$ cat config.mk
export PLATFORM = sky130hd
export DESIGN_NAME = uart_byte_rx
export DESIGN_NICKNAME = d
export VERILOG_FILES = /design/src/rtl/uart_pkg.sv /design/src/rtl/uart_rx_fifo.sv /design/src/rtl/uart_byte_rx.sv
export SDC_FILE = /design/constraint.sdc
export NUM_CORES = 1
export LEC_CHECK = 0
export ABC_AREA = 0
export BUFFER_PORTS_ARGS = -buffer_cell sky130_fd_sc_hd__buf_2
export CELL_PAD_IN_SITES_DETAIL_PLACEMENT = 1
export CELL_PAD_IN_SITES_GLOBAL_PLACEMENT = 2
export CORE_ASPECT_RATIO = 0.6
export CORE_MARGIN = 4
export CORE_UTILIZATION = 41
export CTS_CLUSTER_SIZE = 12
export DETAILED_ROUTE_END_ITERATION = 10
export HOLD_SLACK_MARGIN = 0.1
export PLACE_DENSITY = 0.82
export SLEW_MARGIN = 20
export SYNTH_ARGS = -nofsm -noshare
export SYNTH_HDL_FRONTEND = slang
export SYNTH_SLANG_ARGS = --single-unit
export TNS_END_PERCENT = 5
$ cat constraint.sdc
create_clock -name clk -period 3.3 [get_ports clk]
set_clock_uncertainty 0.1 [all_clocks]
set_input_delay 0.33 -clock clk [delete_from_list [all_inputs] [get_ports clk]]
set_output_delay 0.33 -clock clk [all_outputs]
set_load 0.005 [all_outputs]
$ cat src/rtl/uart_pkg.sv
// uart_pkg: shared receiver states and tick divider helper
package uart_pkg;
  typedef enum logic [2:0] {WAIT_IDLE, IDLE, START, DATA, STOP} state_e;
  localparam int OS = 16;
  function automatic int calc_div(input int clk_hz, input int baud);
    return (clk_hz + baud * (OS / 2)) / (baud * OS);
  endfunction
endpackage

$ cat src/rtl/uart_rx_fifo.sv
// uart_rx_fifo: small sync byte FIFO with registered head, overrun pulse and simultaneous push/pop
module uart_rx_fifo #(
  parameter int DEPTH = 4
) (
  input  logic                     clk,
  input  logic                     rst,
  input  logic                     push_i,
  input  logic [7:0]               data_i,
  input  logic                     pop_i,
  output logic [7:0]               head_o,
  output logic                     valid_o,
  output logic                     overrun_o,
  output logic [$clog2(DEPTH):0]   level_o
);
  localparam int AW = $clog2(DEPTH);
  logic [7:0] mem_q [DEPTH];
  logic [AW-1:0] rd_q, wr_q;
  logic [AW:0] lvl_q;
  logic ovr_q, full, empty, do_pop, do_push;
  assign empty = lvl_q == '0;
  assign full = lvl_q == (AW+1)'(DEPTH);
  assign do_pop = pop_i && !empty;
  // a pop frees the slot the same cycle, so a full FIFO still accepts a push
  assign do_push = push_i && (!full || do_pop);
  always_ff @(posedge clk)
    if (rst) begin
      rd_q <= '0;
      wr_q <= '0;
      lvl_q <= '0;
      ovr_q <= 1'b0;
      for (int i = 0; i < DEPTH; i++) mem_q[i] <= '0;
    end else begin
      ovr_q <= push_i && full && !do_pop;
      if (do_push) begin
        mem_q[wr_q] <= data_i;
        wr_q <= wr_q + AW'(1);
      end
      if (do_pop) rd_q <= rd_q + AW'(1);
      lvl_q <= lvl_q + (AW+1)'(do_push) - (AW+1)'(do_pop);
    end
  assign head_o = mem_q[rd_q];
  assign valid_o = !empty;
  assign overrun_o = ovr_q;
  assign level_o = lvl_q;
endmodule

$ cat src/rtl/uart_byte_rx.sv
// uart_byte_rx: 8N1 UART receiver, 16x oversampling with 3-sample majority, FIFO-buffered byte stream
module uart_byte_rx
  import uart_pkg::*;
#(
  parameter int CLK_FREQ_HZ = 27_000_000,
  parameter int BAUD        = 115200,
  parameter int OVERSAMPLE  = 16,
  parameter int FIFO_DEPTH  = 4
) (
  input  logic                          clk,
  input  logic                          rst,
  input  logic                          rxd_i,
  output logic                          out_valid,
  output logic [7:0]                    out_data,
  input  logic                          out_ready,
  output logic                          frame_err,
  output logic                          overrun,
  output logic [$clog2(FIFO_DEPTH):0]   fifo_level,
  output logic                          busy
);
  localparam int DIV = calc_div(CLK_FREQ_HZ, BAUD);
  localparam int DW = $clog2(DIV + 1);
  localparam logic [3:0] LAST = 4'(OVERSAMPLE - 1);
  state_e state_q;
  logic s1_q, line_q, hist_q, frame_err_q;
  logic [DW-1:0] div_q;
  logic [3:0] phase_q;
  logic [2:0] bit_q;
  logic [1:0] smp_q;
  logic [7:0] shift_q;
  logic tick, fall, start, maj, at_mid, end_bit, push;
  always_ff @(posedge clk)
    if (rst) {s1_q, line_q, hist_q} <= 3'b111;
    else {s1_q, line_q, hist_q} <= {rxd_i, s1_q, line_q};
  assign tick = div_q == DW'(DIV - 1);
  assign fall = hist_q && !line_q;
  assign start = state_q == IDLE && fall;
  assign at_mid = tick && phase_q == 4'd9;
  assign end_bit = tick && phase_q == LAST;
  // phases 7 and 8 are held in smp_q, phase 9 is the live line
  assign maj = (smp_q[0] && smp_q[1]) || (line_q && (smp_q[0] || smp_q[1]));
  assign push = state_q == STOP && at_mid && maj;
  always_ff @(posedge clk)
    if (rst || start) div_q <= '0;
    else div_q <= tick ? '0 : div_q + DW'(1);
  always_ff @(posedge clk)
    if (rst) begin
      state_q <= WAIT_IDLE;
      phase_q <= '0;
      bit_q <= '0;
      smp_q <= '0;
      shift_q <= '0;
      frame_err_q <= 1'b0;
    end else begin
      frame_err_q <= 1'b0;
      if (tick && (phase_q == 4'd7 || phase_q == 4'd8)) smp_q <= {smp_q[0], line_q};
      if (tick) phase_q <= phase_q + 4'd1;
      case (state_q)
        WAIT_IDLE:
          if (!line_q) phase_q <= '0;
          else if (end_bit) state_q <= IDLE;
        IDLE:
          if (fall) begin
            state_q <= START;
            phase_q <= '0;
          end
        START:
          if (at_mid && maj) state_q <= IDLE;
          else if (end_bit) begin
            state_q <= DATA;
            bit_q <= '0;
          end
        DATA: begin
          if (at_mid) shift_q <= {maj, shift_q[7:1]};
          if (end_bit) begin
            bit_q <= bit_q + 3'd1;
            if (bit_q == 3'd7) state_q <= STOP;
          end
        end
        STOP:
          if (at_mid) begin
            state_q <= maj ? IDLE : WAIT_IDLE;
            frame_err_q <= !maj;
            if (!maj) phase_q <= '0;
          end
        default: state_q <= WAIT_IDLE;
      endcase
    end
  uart_rx_fifo #(.DEPTH(FIFO_DEPTH)) u_fifo (
    .clk(clk),
    .rst(rst),
    .push_i(push),
    .data_i(shift_q),
    .pop_i(out_ready),
    .head_o(out_data),
    .valid_o(out_valid),
    .overrun_o(overrun),
    .level_o(fifo_level)
  );
  assign frame_err = frame_err_q;
  assign busy = state_q != IDLE;
endmodule

; ---- Word-level counts from Yosys, hierarchy flattened
; Memories as Yosys holds them, arrays and structs flattened. A register that Yosys moved wholly into a read port is not among the register bits.
; Cells that the tools add are included.
; W data, S select, Z words.
[word_totals]
out_inout_bits = 15
inputBits = 4
wordCells = 108
register_bits = 36
n_memories = 1
ramBits = 32
[memory_table]
columns = memory, depth, width, read_ports, rd_clocked_by_memory_dff, wr, line_no
row1 = u_fifo.mem_q, 4, 8, 1, 1, 4, uart_rx_fifo.sv:16  ; logic [7:0] mem_q [DEPTH];
[op_classes]
eq_ne = 21
reduce_logical = 33
mux = 30
add_sub_neg = 7
bitwise = 2
[ops]
columns = cell, count
row1 = $mux W3, 11
row2 = $mux W4, 5
row3 = $eq A4 B4 Y1 const B, 4
row4 = $ne A2 B2 Y1 const B, 8
row5 = $pmux W3 S5, 1
row6 = $logic_and A1 B1 Y1, 14
row7 = $pmux W4 S3, 1
row8 = $eq A3 B3 Y1 const B, 3
row9 = $add A4 B1 Y4 const B, 2
row10 = $mux W8, 1
row11 = $reduce_or A8 Y1, 1
row12 = $mux W1, 7
row13 = $reduce_and A7 Y1, 1
row14 = $eq A3 B2 Y1 const B, 2
row15 = $logic_not A3 Y1, 2
row16 = $mux W2, 3
row17 = $pmux W3 S2, 1
row18 = $logic_not A1 Y1, 5
row19 = $logic_or A1 B1 Y1, 5
row20 = $add A2 B1 Y2 const B, 2
row21 = $eq A4 B3 Y1 const B, 1
row22 = $reduce_and A4 Y1, 1
row23 = $add A3 B1 Y3, 1
row24 = $add A3 B1 Y3 const B, 1
row25 = other kinds (9), 10

; ---- Longest topological paths before layout
; Gate-level depths: netlist of the first run.
[depth]
depth_word = 10
mapped_depth = 11
ltp_nobuf = 10

; ---- Cells and area by module
; A second synthesis of the first run with hierarchy kept.
[unflattened]
cells_unflattened = 270
area_unflattened_um2 = 3236.9
[by_module_without_submodules]
columns = mod, cells_each, seq_area_each_um2, area_per_inst_um2, n_inst
row1 = uart_rx_fifo, 127, 1161.1, 1866.8, 1
row2 = uart_byte_rx, 143, 560.5, 1370.1, 1

; ---- Least setup slack after synthesis of the first run
; No wires, ideal clock.
[synth_timing]
path_type = flip-flop to flip-flop
start = register div_q[0]
end = register u_fifo.lvl_q[2], in the netlist u_fifo.level_o[2]
n_path_buf = 1
stages_incl_launch_ff = 12
synth_period_minus_slack_ns = 2.440
arrival_time_ns = 2.212
slack_ns = 0.860
t_required_ns = 3.072
setup_ns = 0.128
path_cell_list = dfxtp_1 > inv_1 > ha_1 > and4_2 > and3_1 > and2_1 > clkbuf_2 > ha_1 > fa_1 > xnor2_1 > xnor2_1 > nor2_1
[synth_via]
elab_chain_cells = 7
[synth_lines]
columns = element, line_no
row1 = from (decl), uart_byte_rx.sv:26  ; logic [DW-1:0] div_q;
row2 = from (signal assigned), uart_byte_rx.sv:45  ; else div_q <= tick ? '0 : div_q + DW'(1);
row3 = $eq A4 B4 Y1, uart_byte_rx.sv:35  ; assign tick = div_q == DW'(DIV - 1);
row4 = $logic_and A1 B1 Y1, uart_byte_rx.sv:38  ; assign at_mid = tick && phase_q == 4'd9;
row5 = $logic_and A1 B1 Y1 (2 in a row), uart_byte_rx.sv:42  ; assign push = state_q == STOP && at_mid && maj;
row6 = $logic_and A1 B1 Y1, uart_rx_fifo.sv:24  ; assign do_push = push_i && (!full || do_pop);
row7 = net u_fifo.do_push, uart_rx_fifo.sv:19  ; logic ovr_q, full, empty, do_pop, do_push;
row8 = $add A3 B1 Y3, uart_rx_fifo.sv:39  ; lvl_q <= lvl_q + (AW+1)'(do_push) - (AW+1)'(do_pop);
row9 = $sub A3 B1 Y3, uart_rx_fifo.sv:39
row10 = to (signal assigned), uart_rx_fifo.sv:39
row11 = to (decl), uart_rx_fifo.sv:18  ; logic [AW:0] lvl_q;
; The timed path passes the listed nets, and every way through them passes these cells.
; A chain may end at the register's enable or synchronous reset.

==> results of run 1 <==
==> cell type report <==
cell class                 instances  area (um2)  area share
clock buffer                      11         243      0.0653
sequential                        70        1720       0.463
inverter                          13        48.8      0.0131
multi-input combinational        171        1390       0.374
tap                              104         130      0.0350
clock inverter                     5        58.8      0.0158
timing repair buffer              22         123      0.0330
==> cell usage after synthesis, types with 2 or more instances <==
library cell / count / share of area
inv_1: 13 / 0.015
mux4_2: 8 / 0.056
clkbuf_1: 5 / 0.0058
nand2_1: 4 / 0.0047
nor2_1: 24 / 0.028
mux2i_1: 10 / 0.031
nor2b_1: 4 / 0.0078
a31o_2: 3 / 0.0082
nand3_1: 5 / 0.0078
nand4_1: 3 / 0.0058
nand3b_1: 3 / 0.0070
or2_2: 3 / 0.0058
nand2b_1: 3 / 0.0058
and3_1: 2 / 0.0039
a22o_1: 2 / 0.0055
ha_1: 9 / 0.035
xor2_1: 4 / 0.011
edfxtp_1: 32 / 0.30
a21oi_1: 4 / 0.0062
dfxtp_1: 38 / 0.24
nor3_1: 8 / 0.012
nor4_4: 3 / 0.020
xnor2_1: 5 / 0.014
a21o_1: 2 / 0.0047
and2_1: 34 / 0.066
==> stage by stage <==
step / worst slack (ns) / util / hold WS [ns] / instances / total power [mW]
3_3_place_gp: 0.750 / 0.457 / 0.294 / 379 / 1.35
4_1_cts: 0.679 / 0.499 / 0.209 / 396 / 2.33
2_1_floorplan: 0.860 / - / 0.289 / 264 / 1.25
3_5_place_dp: 0.737 / 0.457 / 0.300 / 379 / 1.36
6_report: 0.646 / 0.499 / 0.222 / 396 / 2.30
5_1_grt: 0.515 / 0.499 / 0.225 / 396 / 2.42
==> state kept, by name, summed over array words and instances, names as in the netlist, 2 cells and up, named ones only <==
| signal | flops |
|---|---|
| u_fifo.wr_q | 2 |
| bit_q | 3 |
| state_q | 3 |
| smp_q | 2 |
| u_fifo.level_o | 3 |
| u_fifo.mem_q | 32 |
| div_q | 4 |
| phase_q | 4 |
| u_fifo.rd_q | 2 |
| shift_q | 8 |
==> critical path: stages (launching register included) <==
cell and delay, ns:
dfxtp_1 0.30, buf_4 0.16, nand2b_1 0.24, or4_4 0.54, nor4_4 0.46, or2_1 0.50
==> logic make-up after synthesis <==
group / Yosys count
muxes: 19
DFF: 70
xor gates and xnor gates: 9
buffers and inverters: 23
and+or+nand+nor: 107
AOI/OAI and AO/OA: 25
adders and majority gates: 11
==> layer usage <==
| metal | global-route usage | wire [um] | vias up |
|---|---|---|---|
| met5 | 0 | 0 | - |
| met4 | 0.0570 | 106 | 0 |
| met3 | 0.0556 | 323 | 9 |
| met2 | 0.233 | 2900 | 43 |
| met1 | 0.259 | 3890 | 1007 |
| li1 | - | - | 997 |
==> timing repair <==
action | in CTS | in global routing
hold buffers | 1 | 0
endpoints found under the hold margin | 1 | 0
setup endpoints to repair | 0 | 0
==> worst paths after layout <==
path	to	slack (ns)	startpoint	cells past startpoint
worst max-delay path	u_fifo.mem_q[0][6]$_SDFFCE_PN0P_	0.65	state_q[0]$_SDFFE_PP0P_	5
worst min-delay path	u_fifo.overrun_o$_SDFF_PP0_	0.22	out_ready	4
worst max register to register	u_fifo.mem_q[0][6]$_SDFFCE_PN0P_	0.65	state_q[0]$_SDFFE_PP0P_	5
worst min register to register	line_q$_SDFF_PP1_	0.31	s1_q$_SDFF_PP1_	1
==> power breakdown <==
group          internal (mW)  switching, mW
combinational          0.180          0.127
sequential             0.956         0.0739
clock                  0.605          0.359
total                   1.74          0.560
==> results.yml, run 1 <==
logic_synthesis:
  syn_inst: 264
  syn_avg_cell_area_um2: 12.2
  synthXorXnorAreaFrac: 0.0245
  synth_compound_area_frac: 0.0612
  synth_seq_cells: 70
  muxShareOfSynthArea: 0.0908
  syn-num-nets: 278
  synth_top_family_by_area: "simple AND/OR/NAND/NOR gates"
  synth_fa_ha_area_frac: 0.0448
  seq_area_frac_synth: 0.536
  synth-simple-area-share: 0.212
  ys.flop_type: "dfxtp_1"
  yosysUniqueCellTypes: 58
  synth_area_um2: 3210
  synthArstFlopShare: 0
  yosys_warnings: 0
  synth_edf_count: 32
sta:
  max_clock_freq_mhz: 377
  hold_viol_final: 0
  fin_crit_sh: 0.804
  slew_headroom: 0.436
  period_needed_ns: 2.65
  rsz0062_at_grt: "no"
  maxSlewViolCount: 0
  setup-violations-final: 0
  worst_pin_slew_ns: 0.842
  finalSetupTns_ns: 0
clocking:
  cts_tree: "done"
  cts.repair.resized: 0
  path_clk_slew_ns: 0.06
  cts_made_buffers: 9
  clockBufferDepth: 2
  cts_num_sinks: 70
  h-tree-depth: 3
  cts-root-buf: "clkbuf_16"
  clk_latency_ns: 0.33
  post_cts_buffers: 0
floorplan:
  die_height_um: 76.6
  num_rows: 24
  start_util: 0.431
  core_um2: 7450
  die_w_um: 122
  ios: 19
  dieArea_um2: 9360
setup_path:
  crit_fanout: 9
  required_ns: 3.17
  crit_path_end_kind: "flip-flop"
  crit_type: "flip-flop to flip-flop"
  crit_arrival_ns: 2.53
  start_kind: "flip-flop"
placed_design:
  dpl_cell_area_um2: 3400
  port_buffers: 18
  dp_hpwl_um: 5090
  routabilityCongestion: 0.785
run_status:
  status: "finished, final reports clean"
grt:
  grt_pass1_wl_um: 12200
  first_global_vias: 2205
  track_usage: 0.173
  grt_overflow: 0
  grt_max_degree: 37
  grt_antenna_before_repair: 0
power_and_ir_drop:
  ir_drop_mv: 0.316
  p_leak_nw: 1.37
  p_per_area_nw_per_um2: 620
cells_and_area:
  drive_gt1_frac: 0.219
  areaGrowthSynthToFinish_pct: 15.7
  diodes: 0
  fill_cells: 809
  final_common_cell: "dfxtp_1"
  nets: 301
  fin_area_um2: 3710
  layout_common_cells: "dfxtp_1, and2_1, edfxtp_1"
hold_path:
  min_path_type: "input pin to flip-flop"
detailed_routing:
  drtAntennaViolNets: 0
  vias_per_cell: 5.19
  drtPass1Iterations: 4
  post_drt_wl_per_cell_um: 18.2
  wirelength_um: 7220
  vias: 2056
  drcViolationCount: 0
  drtIter0Drc: 129
flow_run:
  max-cap-violations: 0
(Power assumes the default switching activity.)
==> run 2: changes to the inputs <==
--- a/config.mk
+++ b/config.mk
@@ -5,17 +5,17 @@
 export SDC_FILE = /design/constraint.sdc
 export NUM_CORES = 1
 export LEC_CHECK = 0
-export ABC_AREA = 0
+export ABC_AREA = 1
 export BUFFER_PORTS_ARGS = -buffer_cell sky130_fd_sc_hd__buf_2
 export CELL_PAD_IN_SITES_DETAIL_PLACEMENT = 1
 export CELL_PAD_IN_SITES_GLOBAL_PLACEMENT = 2
 export CORE_ASPECT_RATIO = 0.6
 export CORE_MARGIN = 4
-export CORE_UTILIZATION = 41
+export CORE_UTILIZATION = 34
 export CTS_CLUSTER_SIZE = 12
 export DETAILED_ROUTE_END_ITERATION = 10
 export HOLD_SLACK_MARGIN = 0.1
-export PLACE_DENSITY = 0.82
+export PLACE_DENSITY = 0.79
 export SLEW_MARGIN = 20
 export SYNTH_ARGS = -nofsm -noshare
 export SYNTH_HDL_FRONTEND = slang
==> constraint.sdc (replaced) <==
create_clock -name clk -period 2.18 [get_ports clk]
set_clock_uncertainty 0.1 [all_clocks]
set_input_delay 0.218 -clock clk [delete_from_list [all_inputs] [get_ports clk]]
set_output_delay 0.218 -clock clk [all_outputs]
set_load 0.005 [all_outputs]
==> run 2 against run 1 <==
  * Routed wire length increased by 8.7%
  * Worst hold slack got worse by 0.11 ns
  * Clock power increased by 38%
  * Setup slack got worse by 0.46 ns
  * Count of clock-buffer cells in the layout increased by 1
  * Cell count increased by 34%
  * Die area increased by 19%
  * Synthesized cell count increased by 35%
  * Critical path type unchanged
  * Highest routed layer unchanged
==> results.yml, run 2 <==
sta:
  hold_viol_final: 0
  slew_headroom: 0.677
  max_clock_freq_mhz: 502
  setup_ws_ns: 0.189
  maxSlewViolCount: 0
  rsz0062_at_grt: "no"
  fin_crit_sh: 0.913
  finalSetupTns_ns: 0
  period_needed_ns: 1.99
  setup-violations-final: 0
  worst_pin_slew_ns: 0.481
setup_path:
  crit_fanout: 8
  crit_start: "line_q$_SDFF_PP1_"
  required_ns: 2.11
  reg2reg_from: "line_q$_SDFF_PP1_"
  crit_arrival_ns: 1.92
  start_kind: "flip-flop"
  crit_path_end_kind: "flip-flop"
  crit_type: "flip-flop to flip-flop"
clocking:
  clk_latency_ns: 0.33
  cts_tree: "done"
  clockBufferDepth: 2
  cts-root-buf: "clkbuf_16"
  h-tree-depth: 3
  path_clk_slew_ns: 0.06
  cts_made_buffers: 9
  post_cts_buffers: 0
  cts_num_sinks: 70
grt:
  grt_overflow: 0
  first_global_vias: 2476
  grt_max_degree: 25
  grt_antenna_before_repair: 0
  track_usage: 0.149
  grt_pass1_wl_um: 12900
detailed_routing:
  drtIter0Drc: 121
  drtPass1Iterations: 4
  vias_per_cell: 4.79
  drtAntennaViolNets: 0
  post_drt_wl_per_cell_um: 14.8
  vias: 2545
  drcViolationCount: 0
  wirelength_um: 7850
cells_and_area:
  areaGrowthSynthToFinish_pct: 20.2
  finalNonFillerCells: 531
  nets: 410
  multi_input_area_um2: 1290
  diodes: 0
  layout_common_cells: "nor2_1, inv_1, nand2_1"
  seqCellArea_um2: 1720
  top_regs: "u_fifo.mem_q x32, shift_q x8"
  drive_gt1_frac: 0.195
  top_register: "u_fifo.mem_q"
  fill_cells: 1120
  final_common_cell: "nor2_1"
  largest_reg_flops: 32
placed_design:
  preCtsSetupSlack_ns: 0.0847
  port_buffers: 18
  routabilityCongestion: 0.812
  dp_hpwl_um: 5870
  place_inst: 514
power_and_ir_drop:
  ir_drop_mv: 0.455
  p_per_area_nw_per_um2: 877
  p_leak_nw: 1.51
logic_synthesis:
  yosysTopAreaCell: "edfxtp_1"
  yosysUniqueCellTypes: 33
  syn_avg_cell_area_um2: 9.05
  yosysMostFrequentCell: "nor2_1"
  synth_area_leaders: "edfxtp_1, dfxtp_1, nor2_1"
  synthArstFlopShare: 0
  synth_edf_count: 32
  synth_area_um2: 3220
  syn-num-nets: 370
  yosys_warnings: 0
  seq_area_frac_synth: 0.534
  synth_seq_cells: 70
  synth_top_area_share: 0.298
  syn_inst: 356
  ys.flop_type: "dfxtp_1"
  synth_commonest_cells: "nor2_1, inv_1, nand2_1"
floorplan:
  die_height_um: 83.4
  num_rows: 27
  core_um2: 9190
  die_w_um: 134
  start_util: 0.351
  dieArea_um2: 11100
  ios: 19
hold_path:
  min_path_type: "input pin to flip-flop"
  min_from: "rst"
flow_run:
  max-cap-violations: 0
run_status:
  status: "finished, final reports clean"
[run 2: cell count changes in the layout (fill, tap and decap cells not counted), moves of 4 or more]
cell | before | now
nor3_2 | 0 | 11
o21ai_0 | 1 | 32
o22ai_1 | 0 | 8
nand2_1 | 4 | 43
inv_1 | 13 | 43
a21oi_1 | 4 | 17
and2_1 | 34 | 0
buf_4 | 3 | 16
mux2i_1 | 10 | 0
nor2_1 | 24 | 61
nor2b_1 | 4 | 0
mux4_2 | 8 | 0
nand3_1 | 5 | 12
[run 2: final timing paths]
| kind | endpoint | slack (ns) | depth (start not counted) |
|---|---|---|---|
| min reg2reg | line_q$_SDFF_PP1_ | 0.31 | 1 |
| max reg2reg | u_fifo.mem_q[3][4]$_DFFE_PP_ | 0.19 | 6 |
| max | u_fifo.mem_q[3][4]$_DFFE_PP_ | 0.19 | 6 |
| min | u_fifo.level_o[1]$_SDFF_PP0_ | 0.11 | 2 |
[run 2: metrics by stage]
stage               power (mW)  hold slack (ns)   util  area (um2)
global placement          2.08            0.296  0.389        3580
CTS                       3.44            0.104  0.420        3850
floorplan                 1.86            0.222      -        3220
finish                    3.39            0.113  0.421        3870
detailed placement        2.10            0.304  0.389        3580
global route              3.59            0.122  0.421        3870
[run 2: final cells by class]
type	instances	share of cell area
clock buffer	12	0.0637
clock inverter	4	0.00582
inverter	46	0.0446
multi-input combinational	232	0.334
sequential	70	0.445
tap	130	0.0420
timing repair buffer	37	0.0650
[run 2: critical path, cell delays in order (launching register included)]
cell     delay, ns
dfxtp_1       0.43
nand2_1       0.13
a21oi_4       0.21
buf_4         0.17
nand4_1       0.15
o31ai_1       0.24
buf_4         0.25
[run 2: cells by family (layout without fill, tap and decap cells)]
group           after synthesis  count (layout)  synth area share
simple gates                152             152             0.230
flops                        70              70             0.534
compound gates               64              64             0.110
buf+inv                      54              99            0.0680
fa+ha+maj                    10              10            0.0412
xor+xnor                      6               6            0.0163
[run 2: repair_timing]
item                       in CTS  in global routing
hold buffers                    1                  0
setup endpoints to repair       0                 18
hold endpoints to repair        1                  0
resized for setup               0                  6
[run 2: layer usage]
metal | part of all wire | global-route usage | up-vias
li1 | - | - | 1267
met1 | 0.54 | 0.226 | 1220
met2 | 0.40 | 0.202 | 48
met3 | 0.051 | 0.0424 | 10
met4 | 0.014 | 0.0476 | 0
met5 | 0 | 0 | -
[run 2: power breakdown]
group          internal (mW)  switching, mW
sequential              1.44         0.0599
clock                  0.795          0.532
combinational          0.237          0.330
